==> src/rtl/star_scheduler.sv <==
// ============================================================================
// Module   : star_scheduler
// Purpose  : Round-robin star collision scheduler sharing one overlap
//            comparator across a per-level star table, once per frame.
// Options  : `define STAR_RESPAWN_EN to build per-star respawn timers.
// Revision : 1.0 - initial release
// ============================================================================
`default_nettype none

module star_scheduler #(
    parameter int NUM_STARS      = 4,
    parameter int STAR_SIZE      = 12,
    parameter int RESPAWN_FRAMES = 120
) (
    input  logic                    sys_clk,
    input  logic                    RST,
    input  logic                    frame_tick,
    input  logic                    level_restart,
    input  logic [9:0]              char_X,
    input  logic [9:0]              char_Y,
    input  logic [10*NUM_STARS-1:0] star_xs,
    input  logic [10*NUM_STARS-1:0] star_ys,
    output logic [NUM_STARS-1:0]    star_en,
    output logic                    touch,
    output logic [2:0]              touch_idx,
    output logic [7:0]              star_count,
    output logic                    scan_done,
    output logic                    busy
);

    typedef enum logic [1:0] {
        ST_IDLE = 2'd0,
        ST_SCAN = 2'd1,
        ST_DONE = 2'd2
    } state_t;

    localparam logic [2:0] c_last = 3'(NUM_STARS - 1);
    localparam logic [9:0] c_size = 10'(STAR_SIZE);

    state_t                 r_state;
    state_t                 w_next;
    logic [2:0]             r_idx;
    logic [9:0]             r_cx;
    logic [9:0]             r_cy;
    logic [NUM_STARS-1:0]   r_star_en;
    logic                   r_touch;
    logic [2:0]             r_touch_idx;
    logic [7:0]             r_count;
    logic                   r_scan_done;

    logic                   w_scan_start;
    logic                   w_eval;
    logic [9:0]             w_sx;
    logic [9:0]             w_sy;
    logic                   w_cur_en;
    logic                   w_xhit;
    logic                   w_yhit;
    logic                   w_hit;
    logic [NUM_STARS-1:0]   w_hit_mask;
    logic [NUM_STARS-1:0]   w_respawn;
    logic [NUM_STARS-1:0]   w_testable;
    logic [9:0]             w_cx_s;
    logic [9:0]             w_cy_s;
    logic [9:0]             w_sx_s;
    logic [9:0]             w_sy_s;

    always_ff @(posedge sys_clk) begin
        if (RST) begin
            r_state <= ST_IDLE;
        end else begin
            r_state <= w_next;
        end
    end

    always_comb begin
        w_next = r_state;
        case (r_state)
            ST_IDLE: if (frame_tick) w_next = ST_SCAN;
            ST_SCAN: if (r_idx == c_last) w_next = ST_DONE;
            ST_DONE: w_next = ST_IDLE;
            default: w_next = ST_IDLE;
        endcase
        if (level_restart) begin
            w_next = ST_IDLE;
        end
    end

    assign w_scan_start = (r_state == ST_IDLE) && frame_tick && !level_restart;
    assign w_eval       = (r_state == ST_SCAN);

    // Shared comparator: select the current table entry.
    always_comb begin
        w_sx     = '0;
        w_sy     = '0;
        w_cur_en = 1'b0;
        for (int i = 0; i < NUM_STARS; i++) begin
            if (r_idx == 3'(i)) begin
                w_sx     = star_xs[i*10 +: 10];
                w_sy     = star_ys[i*10 +: 10];
                w_cur_en = w_testable[i];
            end
        end
    end

    // Sums wrap at 10 bits by construction.
    assign w_cx_s = r_cx + c_size;
    assign w_cy_s = r_cy + c_size;
    assign w_sx_s = w_sx + c_size;
    assign w_sy_s = w_sy + c_size;

    assign w_xhit = ((r_cx >= w_sx) && (r_cx <= w_sx_s)) ||
                    ((w_cx_s >= w_sx) && (w_cx_s <= w_sx_s));
    assign w_yhit = ((r_cy >= w_sy) && (r_cy <= w_sy_s)) ||
                    ((w_cy_s >= w_sy) && (w_cy_s <= w_sy_s));
    assign w_hit  = w_eval && w_xhit && w_yhit && w_cur_en;

    always_comb begin
        w_hit_mask = '0;
        for (int i = 0; i < NUM_STARS; i++) begin
            w_hit_mask[i] = w_hit && (r_idx == 3'(i));
        end
    end

`ifdef STAR_RESPAWN_EN
    localparam int c_tw = $clog2(RESPAWN_FRAMES + 1);

    logic [c_tw-1:0]      r_timer [NUM_STARS];
    logic [NUM_STARS-1:0] r_fresh;

    always_comb begin
        w_respawn = '0;
        for (int i = 0; i < NUM_STARS; i++) begin
            w_respawn[i] = frame_tick && !r_star_en[i] && (r_timer[i] == c_tw'(1));
        end
    end

    // Stars revived during a scan sit out the remainder of that scan.
    assign w_testable = r_star_en & ~r_fresh;

    always_ff @(posedge sys_clk) begin
        if (RST || level_restart) begin
            r_fresh <= '0;
            for (int i = 0; i < NUM_STARS; i++) begin
                r_timer[i] <= '0;
            end
        end else begin
            r_fresh <= w_scan_start ? w_respawn : (r_fresh | w_respawn);
            for (int i = 0; i < NUM_STARS; i++) begin
                if (w_hit_mask[i]) begin
                    r_timer[i] <= c_tw'(RESPAWN_FRAMES);
                end else if (frame_tick && !r_star_en[i] && (r_timer[i] != '0)) begin
                    r_timer[i] <= r_timer[i] - c_tw'(1);
                end
            end
        end
    end
`else
    assign w_respawn  = '0;
    assign w_testable = r_star_en;
`endif

    always_ff @(posedge sys_clk) begin
        if (RST) begin
            r_cx        <= '0;
            r_cy        <= '0;
            r_idx       <= '0;
            r_star_en   <= '1;
            r_touch     <= 1'b0;
            r_touch_idx <= '0;
            r_count     <= '0;
            r_scan_done <= 1'b0;
        end else begin
            r_scan_done <= (r_state == ST_DONE) && !level_restart;
            r_touch     <= 1'b0;
            if (w_scan_start) begin
                r_cx  <= char_X;
                r_cy  <= char_Y;
                r_idx <= '0;
            end else if (w_eval && (r_idx != c_last)) begin
                r_idx <= r_idx + 3'd1;
            end
            if (level_restart) begin
                r_star_en <= '1;
                r_count   <= '0;
            end else begin
                r_star_en <= (r_star_en | w_respawn) & ~w_hit_mask;
                if (w_hit) begin
                    r_touch     <= 1'b1;
                    r_touch_idx <= r_idx;
                    if (r_count != 8'hFF) begin
                        r_count <= r_count + 8'd1;
                    end
                end
            end
        end
    end

    assign star_en    = r_star_en;
    assign touch      = r_touch;
    assign touch_idx  = r_touch_idx;
    assign star_count = r_count;
    assign scan_done  = r_scan_done;
    assign busy       = (r_state == ST_SCAN) || (r_state == ST_DONE);

endmodule

`default_nettype wire

==> config.mk <==
export PLATFORM = sky130hd
export DESIGN_NAME = star_scheduler
export DESIGN_NICKNAME = d
export VERILOG_FILES = /design/src/rtl/star_scheduler.sv
export SDC_FILE = /design/constraint.sdc
export NUM_CORES = 1
export LEC_CHECK = 0
export CORE_ASPECT_RATIO = 1.1
export CORE_MARGIN = 2
export CORE_UTILIZATION = 40
export DETAILED_ROUTE_END_ITERATION = 16
export GPL_TIMING_DRIVEN = 0
export PLACE_DENSITY = 0.71
export SKIP_LAST_GASP = 1
export SLEW_MARGIN = 20
export SYNTH_ARGS = -nofsm -noshare
export SYNTH_HDL_FRONTEND = slang
export SYNTH_SLANG_ARGS = --single-unit
==> constraint.sdc <==
create_clock -name sys_clk -period 3.8 [get_ports sys_clk]
set_input_delay 0.38 -clock sys_clk [delete_from_list [all_inputs] [get_ports sys_clk]]
set_output_delay 0.38 -clock sys_clk [all_outputs]
set_load 0.02 [all_outputs]
==> results.ini, run 1 <==
[synth]
yosys.area.top_type = ha_1
synth_top_area_share_pct = 24.4
synthDistinctLibCells = 51
ys_seq_area_share_pct = 19.3
syn_area_per_cell_um2 = 7.93
synth.most_common_cell = ha_1
post_synth_main_area_contributors = ha_1 24%, dfxtp_1 19%, a21oi_1 7.1%, nand2_1 5.4%, a211oi_1 3.6%
synth-seq-cells = 42
ys.warnings.count = 0
synthCells = 549
synth_edf_count = 0
synth_common_cells = 85 x ha_1, 63 x nand2_1, 62 x a21oi_1
syn-num-nets = 738
ys_async_sr_fraction_pct = 0
syn_area_mm2 = 0.00435
synth_flop_cell = dfxtp_1

[critical_path]
cp_max_fo = 4
r2r_start = r_idx[0]
crit_start = r_idx[0]
criticalPathCategory = reg -> reg
startpoint_type = register
arrival_ns = 4.23
endpoint_kind = register
cp.required_ns = 3.97

[place]
dp_hpwl_um = 11200
io_buffers = 121
routabilityCongestion = 0.920
place_area_mm2 = 0.00586
place_inst = 813

[final_layout]
syn_to_final_growth_pct = 55.0
num_antenna_cells = 0
layout.nets = 901
register_area_um2 = 850
design_area_mm2 = 0.00675
utilization_pct = 64.3
finalNonFillerCells = 855
drive_gt1_share_pct = 19.9
n_fill_cell = 871
multi_input_area_mm2 = 0.00381

[floorplanning]
fp.dieH_um = 113
die_area_mm2 = 0.0117
rows = 39
num_io_pins = 122
fp.dieW_um = 103
core_mm2 = 0.0105
start_util_pct = 41.5

[pwr]
p_seq_share_pct = 25.9
combPwrFrac_pct = 52.3
p_sw_uw = 666
clockPowerShare_pct = 21.7
vdd_drop_max_mv = 0.207
power.internal_mw = 1.17
cellLeakagePower_nw = 2.80
swShare_pct = 36.3
powerDensity_mw_per_mm2 = 272

[timing]
hold-worst-slack_ns = 0.461
hold_viol = 0
fin_crit_sh_pct = 107
finClkSkew_ns = 0.00481
layout_min_cycle_time_ns = 4.05
relSlewSlack_pct = 55.0
fin_ws_ns = -0.253
slew_viol_final = 0
worst_pin_slew_ns = 0.674
max_freq_mhz = 247
setup_violations = 16
finalSetupTns_ns = -2.46
rsz0062_at_grt = true

[clock_tree]
clkTransAtPathRegs_ns = 0.06
cts.sinks = 42
clk_path_buf_depth = 2
root_buffer = clkbuf_16
numCtsBuffers = 5
htree_levels = 2
clkLatencyLatePin_ns = 0.28
cts_tree = built

[route]
drt_iter0_markers = 166
vias = 4857
dr.pass1.iters = 4
viasPerCell = 5.68
routed_wl_um = 15200
wl_per_cell_um = 17.8
drt_drc_violations_left = 0
postRouteAntennaNets = 0

[worst_hold_path]
hp-class = reg -> reg
min_from = r_cy[0]

[grt]
grtUsageTotal_pct = 25.0
antenna_found_initial = 0
grt_max_degree = 12
grt_pass1_wl_um = 23300
grt_pass1_vias = 4887
grt_overflow = 0

[run_status]
status = finished with violations
violations = setup timing

[job]
max_cap_violations = 0

==> metrics by stage <==
stage | setup WS [ns] | total power [mW]
after floorplan | -0.00385 | 0.985
after CTS | -0.144 | 1.76
after detailed placement | -0.906 | 1.25
after global routing | -0.419 | 1.96
after global placement | -0.824 | 1.22
final | -0.253 | 1.83
==> layer usage <==
layer	global-route usage, %	vias up	routed length [µm]
met5	0	-	0
met4	7.63	0	414
met3	4.29	33	1000
met2	44.9	171	7460
met1	29.8	2298	6340
li1	-	2355	-
==> placed cells by master, fill, tap and decap left out, drive strengths merged, types with 5 or more instances in the layout <==
| master | synthesis | layout |
|---|---|---|
| nand3 | 8 | 8 |
| nor2 | 40 | 40 |
| xnor2 | 15 | 15 |
| nor3 | 8 | 8 |
| a21oi | 62 | 62 |
| dfxtp | 42 | 42 |
| o21ai | 22 | 22 |
| a211oi | 21 | 21 |
| mux2i | 7 | 7 |
| o21a | 7 | 7 |
| xor2 | 12 | 12 |
| nand2b | 5 | 5 |
| clkbuf | 11 | 17 |
| or3 | 5 | 5 |
| buf | 11 | 47 |
| clkdlybuf4s50 | 0 | 121 |
| nand2 | 64 | 64 |
| inv | 20 | 20 |
| a21o | 16 | 16 |
| nand4 | 10 | 10 |
| a22oi | 20 | 20 |
| ha | 85 | 85 |
==> layout make-up <==
type | count | share of cell area, %
well taps | 143 | 2.65
flip-flops and latches | 42 | 12.6
clock buffers | 7 | 1.97
multi-input cells | 465 | 56.5
plain buffers | 21 | 2.47
inverters | 20 | 1.19
repair buffers | 157 | 22.6
==> power by group through the flow <==
stage                     Combinational, mW  Sequential, mW  Clock (mW)
after global routing                   1.05           0.478       0.425
after CTS                             0.876           0.475       0.407
after detailed placement              0.764           0.485           0
final                                 0.960           0.476       0.399
after global placement                0.739           0.484           0
after floorplan                       0.508           0.477           0
==> worst max-delay path, stage by stage, from the launching register on <==
cell      delay [ns]
dfxtp_4         0.37
inv_4           0.07
ha_4            0.15
nand2b_4        0.06
nor2_4          0.19
buf_6           0.15
a22oi_2         0.08
a211oi_2        0.24
a21oi_2         0.09
a21o_1          0.26
nor3_2          0.23
xor2_1          0.26
ha_1            0.29
a21oi_1         0.20
o21ai_0         0.13
a211oi_2        0.22
a21oi_2         0.10
o22ai_2         0.14
buf_6           0.16
buf_4           0.11
nand4_1         0.10
xnor2_1         0.16
and2_1          0.17
==> state kept, by name, summed over array words and instances, names as in the netlist <==
name	count
star_count	8
touch	1
scan_done	1
r_cx	10
r_state	2
r_cy	10
touch_idx	3
star_en	4
r_idx	3
==> final timing paths <==
| check | end | slack, ns | cells past startpoint |
|---|---|---|---|
| worst max-delay path | star_count[2] | -0.25 | 22 |
| worst min-delay path | r_cy[0] | 0.46 | 2 |
| worst max register to register | star_count[2] | -0.25 | 22 |
| worst min register to register | r_cy[0] | 0.46 | 2 |
==> repair_timing <==
action	in CTS	in global routing
hold buffers	0	0
resized for setup	76	30
pin swaps	47	20
gates cloned	2	0
setup endpoints to repair	16	16
setup buffers	27	7
==> cell families (layout without fill, tap and decap cells) <==
kind of cell | after synthesis | in the layout | synth area share [%]
adders and majority gates | 85 | 85 | 24.4
DFF | 42 | 42 | 19.3
and+or+nand+nor | 172 | 172 | 19.3
AOI/OAI and AO/OA | 174 | 174 | 26.1
buffers and inverters | 42 | 205 | 3.85
xor gates and xnor gates | 27 | 27 | 5.43
muxes | 7 | 7 | 1.61
Power figures use the tool's default switching activity.
==> run 2, diff against run 1 <==
- CORE_UTILIZATION: 40 -> 45
- PLACE_DENSITY: 0.71 -> 0.79
==> run 2 against run 1 <==
Critical path depth is 4 lower. Via count is 2.2% higher. Worst hold slack better by 0.0062 ns. Worst setup slack worse by 0.016 ns. Flip-flop and latch count stayed put. First-iteration DRC count rose by 36%. Cell count is 2.9% lower. The flow still finishes with violations (setup timing). Power shrank 4.3%. Clock power fell by 22%. Critical path type unchanged. Sequential share of layout area rose by 0.12 points.
==> results.ini, run 2 (synthesized netlist as in run 1, its figures left out) <==
[clock_tree]
clkTransAtPathRegs_ns = 0.08
numCtsBuffers = 5
clkLatencyLatePin_ns = 0.31
clk_path_buf_depth = 2
root_buffer = clkbuf_8
htree_levels = 2
cts_tree = built
cts.sinks = 42

[run_status]
violations = setup timing
status = finished with violations

[route]
wl_per_cell_um = 18.6
vias = 4966
viasPerCell = 5.98
drt_iter0_markers = 225
postRouteAntennaNets = 0
drt_drc_violations_left = 0
routed_wl_um = 15400
dr.pass1.iters = 5

[floorplanning]
rows = 37
fp.dieH_um = 107
fp.dieW_um = 97.8
start_util_pct = 46.3
core_mm2 = 0.00940
die_area_mm2 = 0.0105
num_io_pins = 122

[worst_hold_path]
hp-class = reg -> reg
hold_depth = 2
min_from = r_cx[0]
min_to = r_cx[0]

[grt]
antenna_found_initial = 0
grt_pass1_vias = 4952
grt_max_degree = 14
grt_pass1_wl_um = 23800
grtUsageTotal_pct = 27.8
grt_overflow = 0

[critical_path]
cp_slowest_stage_delay_ns = 0.38
arrival_ns = 4.25
r2r_end = touch_idx[1]
cpLargestDelayFamily = compound AO/OA/AOI/OAI gates
crit_start = r_idx[1]
path_cells = inv_4 -> ha_4 -> nor2b_4 -> buf_6 -> buf_6 -> a22oi_1 -> a211oi_1 -> a21oi_1 -> nor4_4 -> xor2_2 -> ha_1 -> nand3_1 -> a211oi_2 -> o32ai_4 -> buf_12 -> nand3b_1 -> mux2i_1 -> nor2_1
slowest_stage = nor4_4
crit_buf_inv = 4
criticalPathCategory = reg -> reg
ff2ff_path_depth = 18
r2r_start = r_idx[1]
startpoint_type = register
path_common_cell = buf_6
r2r_slack_ns = -0.27
cp.required_ns = 3.98
endpoint_kind = register
cp_max_fo = 10

[pwr]
clockPowerShare_pct = 17.8
power.internal_mw = 1.08
powerDensity_mw_per_mm2 = 262
p_sw_uw = 677
vdd_drop_max_mv = 0.256
cellLeakagePower_nw = 2.79
swShare_pct = 38.6
combPwrFrac_pct = 55.2
p_seq_share_pct = 27.0

[place]
routabilityCongestion = 0.899
place_area_mm2 = 0.00583
io_buffers = 121
dp_hpwl_um = 11300

[final_layout]
num_antenna_cells = 0
syn_to_final_growth_pct = 53.6
layout_commonest_cell = clkdlybuf4s50_1
drive_gt1_share_pct = 20.1
final_cell_mix = 121 x clkdlybuf4s50_1, 78 x ha_1, 62 x nand2_1
layout.nets = 901
n_fill_cell = 701
design_area_mm2 = 0.00669

[timing]
fin_crit_sh_pct = 107
rsz0062_at_grt = true
setup_violations = 16
finalSetupTns_ns = -3.38
fin_ws_ns = -0.269
max_freq_mhz = 246
hold_viol = 0
finClkSkew_ns = 0.0100
relSlewSlack_pct = 50.4
slew_viol_final = 0
worst_pin_slew_ns = 0.743
layout_min_cycle_time_ns = 4.07

[job]
max_cap_violations = 0

==> run 2: what timing repair did <==
action / 4_1_cts / 5_1_grt
endpoints found under the setup margin: 16 / 16
buffers inserted: 27 / 9
resized for setup: 70 / 35
hold buffers: 0 / 0
pin swaps: 41 / 42
==> run 2: power by group through the flow <==
stage / Combinational (mW) / Clock, mW / Sequential, mW
after floorplan: 0.508 / 0 / 0.477
after global placement: 0.735 / 0 / 0.483
after detailed placement: 0.767 / 0 / 0.484
after CTS: 0.887 / 0.310 / 0.473
after global routing: 1.06 / 0.332 / 0.476
final: 0.969 / 0.311 / 0.474
==> run 2: worst max path at each step <==
| stage | end | slack (ns) | depth (start not counted) |
|---|---|---|---|
| after floorplan | star_count[3] | -0.004 | 19 |
| after global placement | star_count[3] | -0.74 | 17 |
| after detailed placement | star_count[3] | -0.81 | 17 |
| after CTS | touch_idx[1] | -0.23 | 21 |
| after global routing | touch_idx[1] | -0.42 | 18 |
| final | touch_idx[1] | -0.27 | 18 |
==> run 2: through the flow <==
| step | hold WS, ns | setup slack (ns) | utilization [%] | std cells | power, mW |
|---|---|---|---|---|---|
| floorplan | 0.436 | -0.00385 | - | 549 | 0.985 |
| global placement | 0.442 | -0.745 | 62.0 | 787 | 1.22 |
| detailed placement | 0.458 | -0.805 | 62.0 | 787 | 1.25 |
| CTS | 0.470 | -0.233 | 68.4 | 821 | 1.67 |
| global route | 0.493 | -0.423 | 71.1 | 830 | 1.86 |
| finish | 0.467 | -0.269 | 71.1 | 830 | 1.75 |
==> run 2: per-layer routing <==
layer / GRT usage (%) / wire length (µm)
met2: 50.0 / 7630
met4: 8.04 / 306
met1: 34.1 / 6590
met3: 4.76 / 912
met5: 0 / 0
==> run 2: worst reg2reg max path, stage by stage (launching register included) <==
cell,delay [ns]
dfxtp_4,0.37
inv_4,0.08
ha_4,0.17
nor2b_4,0.21
buf_6,0.18
buf_6,0.18
a22oi_1,0.09
a211oi_1,0.31
a21oi_1,0.21
nor4_4,0.38
xor2_2,0.16
ha_1,0.35
nand3_1,0.14
a211oi_2,0.34
o32ai_4,0.15
buf_12,0.17
nand3b_1,0.19
mux2i_1,0.21
nor2_1,0.06
==> run 2: layout make-up <==
type | instances | area (µm²) | share of cell area, %
multi-input combinational | 465 | 3830 | 57.4
clock inverter | 2 | 12.5 | 0.187
timing repair buffer | 157 | 1530 | 22.9
sequential | 42 | 850 | 12.7
clock buffer | 6 | 82.6 | 1.24
buffer | 21 | 154 | 2.30
inverter | 20 | 77.6 | 1.16
tap | 117 | 146 | 2.19
==> run 3, diff against run 2 <==
- CORE_MARGIN: 2 -> default
==> run 3 against run 2 <==
The run still ends with setup timing left. Clock power decreased by 2%. First-iteration DRC count shrank 25%. Clock skew shrank 0.0037 ns. Power fell by 3.0%. Routed wire length is 3.6% lower.
==> results.ini, run 3 (synthesized netlist as in run 1, its figures left out) <==
[route]
drt_drc_violations_left = 0
vias = 4838
viasPerCell = 5.86
drt_iter0_markers = 168
dr.pass1.iters = 4
postRouteAntennaNets = 0
routed_wl_um = 14900
wl_per_cell_um = 18.0

[clock_tree]
numCtsBuffers = 5
clkTransAtPathRegs_ns = 0.08
cts.sinks = 42
root_buffer = clkbuf_8
htree_levels = 2
clk_path_buf_depth = 2
clkLatencyLatePin_ns = 0.30
cts_tree = built

[critical_path]
endpoint_kind = register
path_cells = inv_4 -> ha_4 -> nand2b_4 -> nor2_4 -> buf_6 -> a22oi_2 -> a211oi_2 -> a21oi_2 -> or2_1 -> nor4_4 -> xor2_1 -> ha_1 -> a21oi_2 -> o21ai_1 -> a211oi_1 -> a21oi_1 -> o22ai_2 -> buf_6 -> nand3_4 -> or4_1 -> nand2_1
startpoint_type = register
arrival_ns = 4.30
cp.required_ns = 4.05
crit_buf_inv = 3
cp_max_fo = 5
criticalPathCategory = reg -> reg
cp_slowest_stage_delay_ns = 0.41
slowest_stage = or4_1
cpLargestDelayFamily = simple AND/OR/NAND/NOR gates

[pwr]
power.internal_mw = 1.05
swShare_pct = 38.1
powerDensity_mw_per_mm2 = 262
combPwrFrac_pct = 54.3
p_sw_uw = 648
vdd_drop_max_mv = 0.264
clockPowerShare_pct = 17.9
p_seq_share_pct = 27.8
p_total_mw = 1.70
cellLeakagePower_nw = 2.74

[run_status]
status = finished with violations
violations = setup timing

[place]
io_buffers = 121
routabilityCongestion = 0.924
dp_hpwl_um = 11200

[timing]
fin_crit_sh_pct = 107
worst_pin_slew_ns = 0.698
layout_min_cycle_time_ns = 4.05
relSlewSlack_pct = 53.4
hold_viol = 0
max_freq_mhz = 247
rsz0062_at_grt = true
finalSetupTns_ns = -2.71
finClkSkew_ns = 0.00629
slew_viol_final = 0
fin_ws_ns = -0.251
setup_violations = 16

[grt]
grtUsageTotal_pct = 29.5
grt_pass1_wl_um = 23100
grt_overflow = 0
grt_max_degree = 13
antenna_found_initial = 0
grt_pass1_vias = 4916

[final_layout]
final_cell_mix = 121 x clkdlybuf4s50_1, 80 x ha_1, 62 x nand2_1
drive_gt1_share_pct = 17.7
layout_commonest_cell = clkdlybuf4s50_1
num_antenna_cells = 0
layout.nets = 896
syn_to_final_growth_pct = 49.6

[floorplanning]
die_area_mm2 = 0.0101
fp.dieW_um = 95.8
core_mm2 = 0.00940
rows = 37
num_io_pins = 122
fp.dieH_um = 105
start_util_pct = 46.3

[worst_hold_path]
hp-class = reg -> reg

[job]
max_cap_violations = 0

## run 3: final cells by class
type,instances,area (µm²)
multi-input cells,465,3720
fillers,739,2890
repair buffers,152,1480
flip-flops and latches,42,850
well taps,117,146
plain buffers,21,144
clock buffers,7,86.3
inverters,20,80.1
clock inverters,1,5.00
## run 3: final timing paths
path	from	end	slack, ns	cells after the start
min reg2reg	r_cx[0]	r_cx[0]	0.47	2
max	r_idx[1]	star_count[4]	-0.25	21
min	r_cx[0]	r_cx[0]	0.47	2
max reg2reg	r_idx[1]	star_count[4]	-0.25	21
## run 3: power by group through the flow
stage	Clock (mW)	Combinational (mW)	Sequential, mW
global route	0.323	1.01	0.477
CTS	0.307	0.870	0.473
finish	0.305	0.924	0.474
global placement	0	0.736	0.483
floorplan	0	0.508	0.477
detailed placement	0	0.771	0.484
## run 3: metrics by stage
step                util [%]  area (µm²)  hold WS [ns]  cells  setup WS, ns
floorplan                  -        4470         0.436    549      -0.00385
CTS                     67.7        6370         0.465    816        -0.265
finish                  69.3        6510         0.469    825        -0.251
detailed placement      62.0        5830         0.454    787        -0.930
global placement        62.0        5830         0.443    787        -0.764
global route            69.3        6510         0.483    825        -0.451
## run 3: timing repair
| action | 4_1_cts | 5_1_grt |
|---|---|---|
| hold buffers | 0 | 0 |
| pin swaps | 33 | 22 |
| cloned | 1 | 0 |
| buffers inserted | 21 | 9 |
| endpoints found under the hold margin | 0 | 0 |
| resized for setup | 64 | 18 |
| endpoints found under the setup margin | 16 | 16 |
## run 3: routing by layer
layer | wire [µm] | GRT usage (%)
met2 | 7420 | 52.8
met4 | 414 | 12.5
met3 | 1230 | 4.95
met5 | 0 | 0
met1 | 5820 | 33.6
## run 3: worst register-to-register path, cell delays in order, from the launching register on
cell      delay (ns)
dfxtp_4         0.37
inv_4           0.08
ha_4            0.15
nand2b_4        0.07
nor2_4          0.18
buf_6           0.15
a22oi_2         0.09
a211oi_2        0.23
a21oi_2         0.09
or2_1           0.28
nor4_4          0.29
xor2_1          0.24
ha_1            0.30
a21oi_2         0.16
o21ai_1         0.09
a211oi_1        0.19
a21oi_1         0.12
o22ai_2         0.17
buf_6           0.17
nand3_4         0.08
or4_1           0.41
nand2_1         0.08
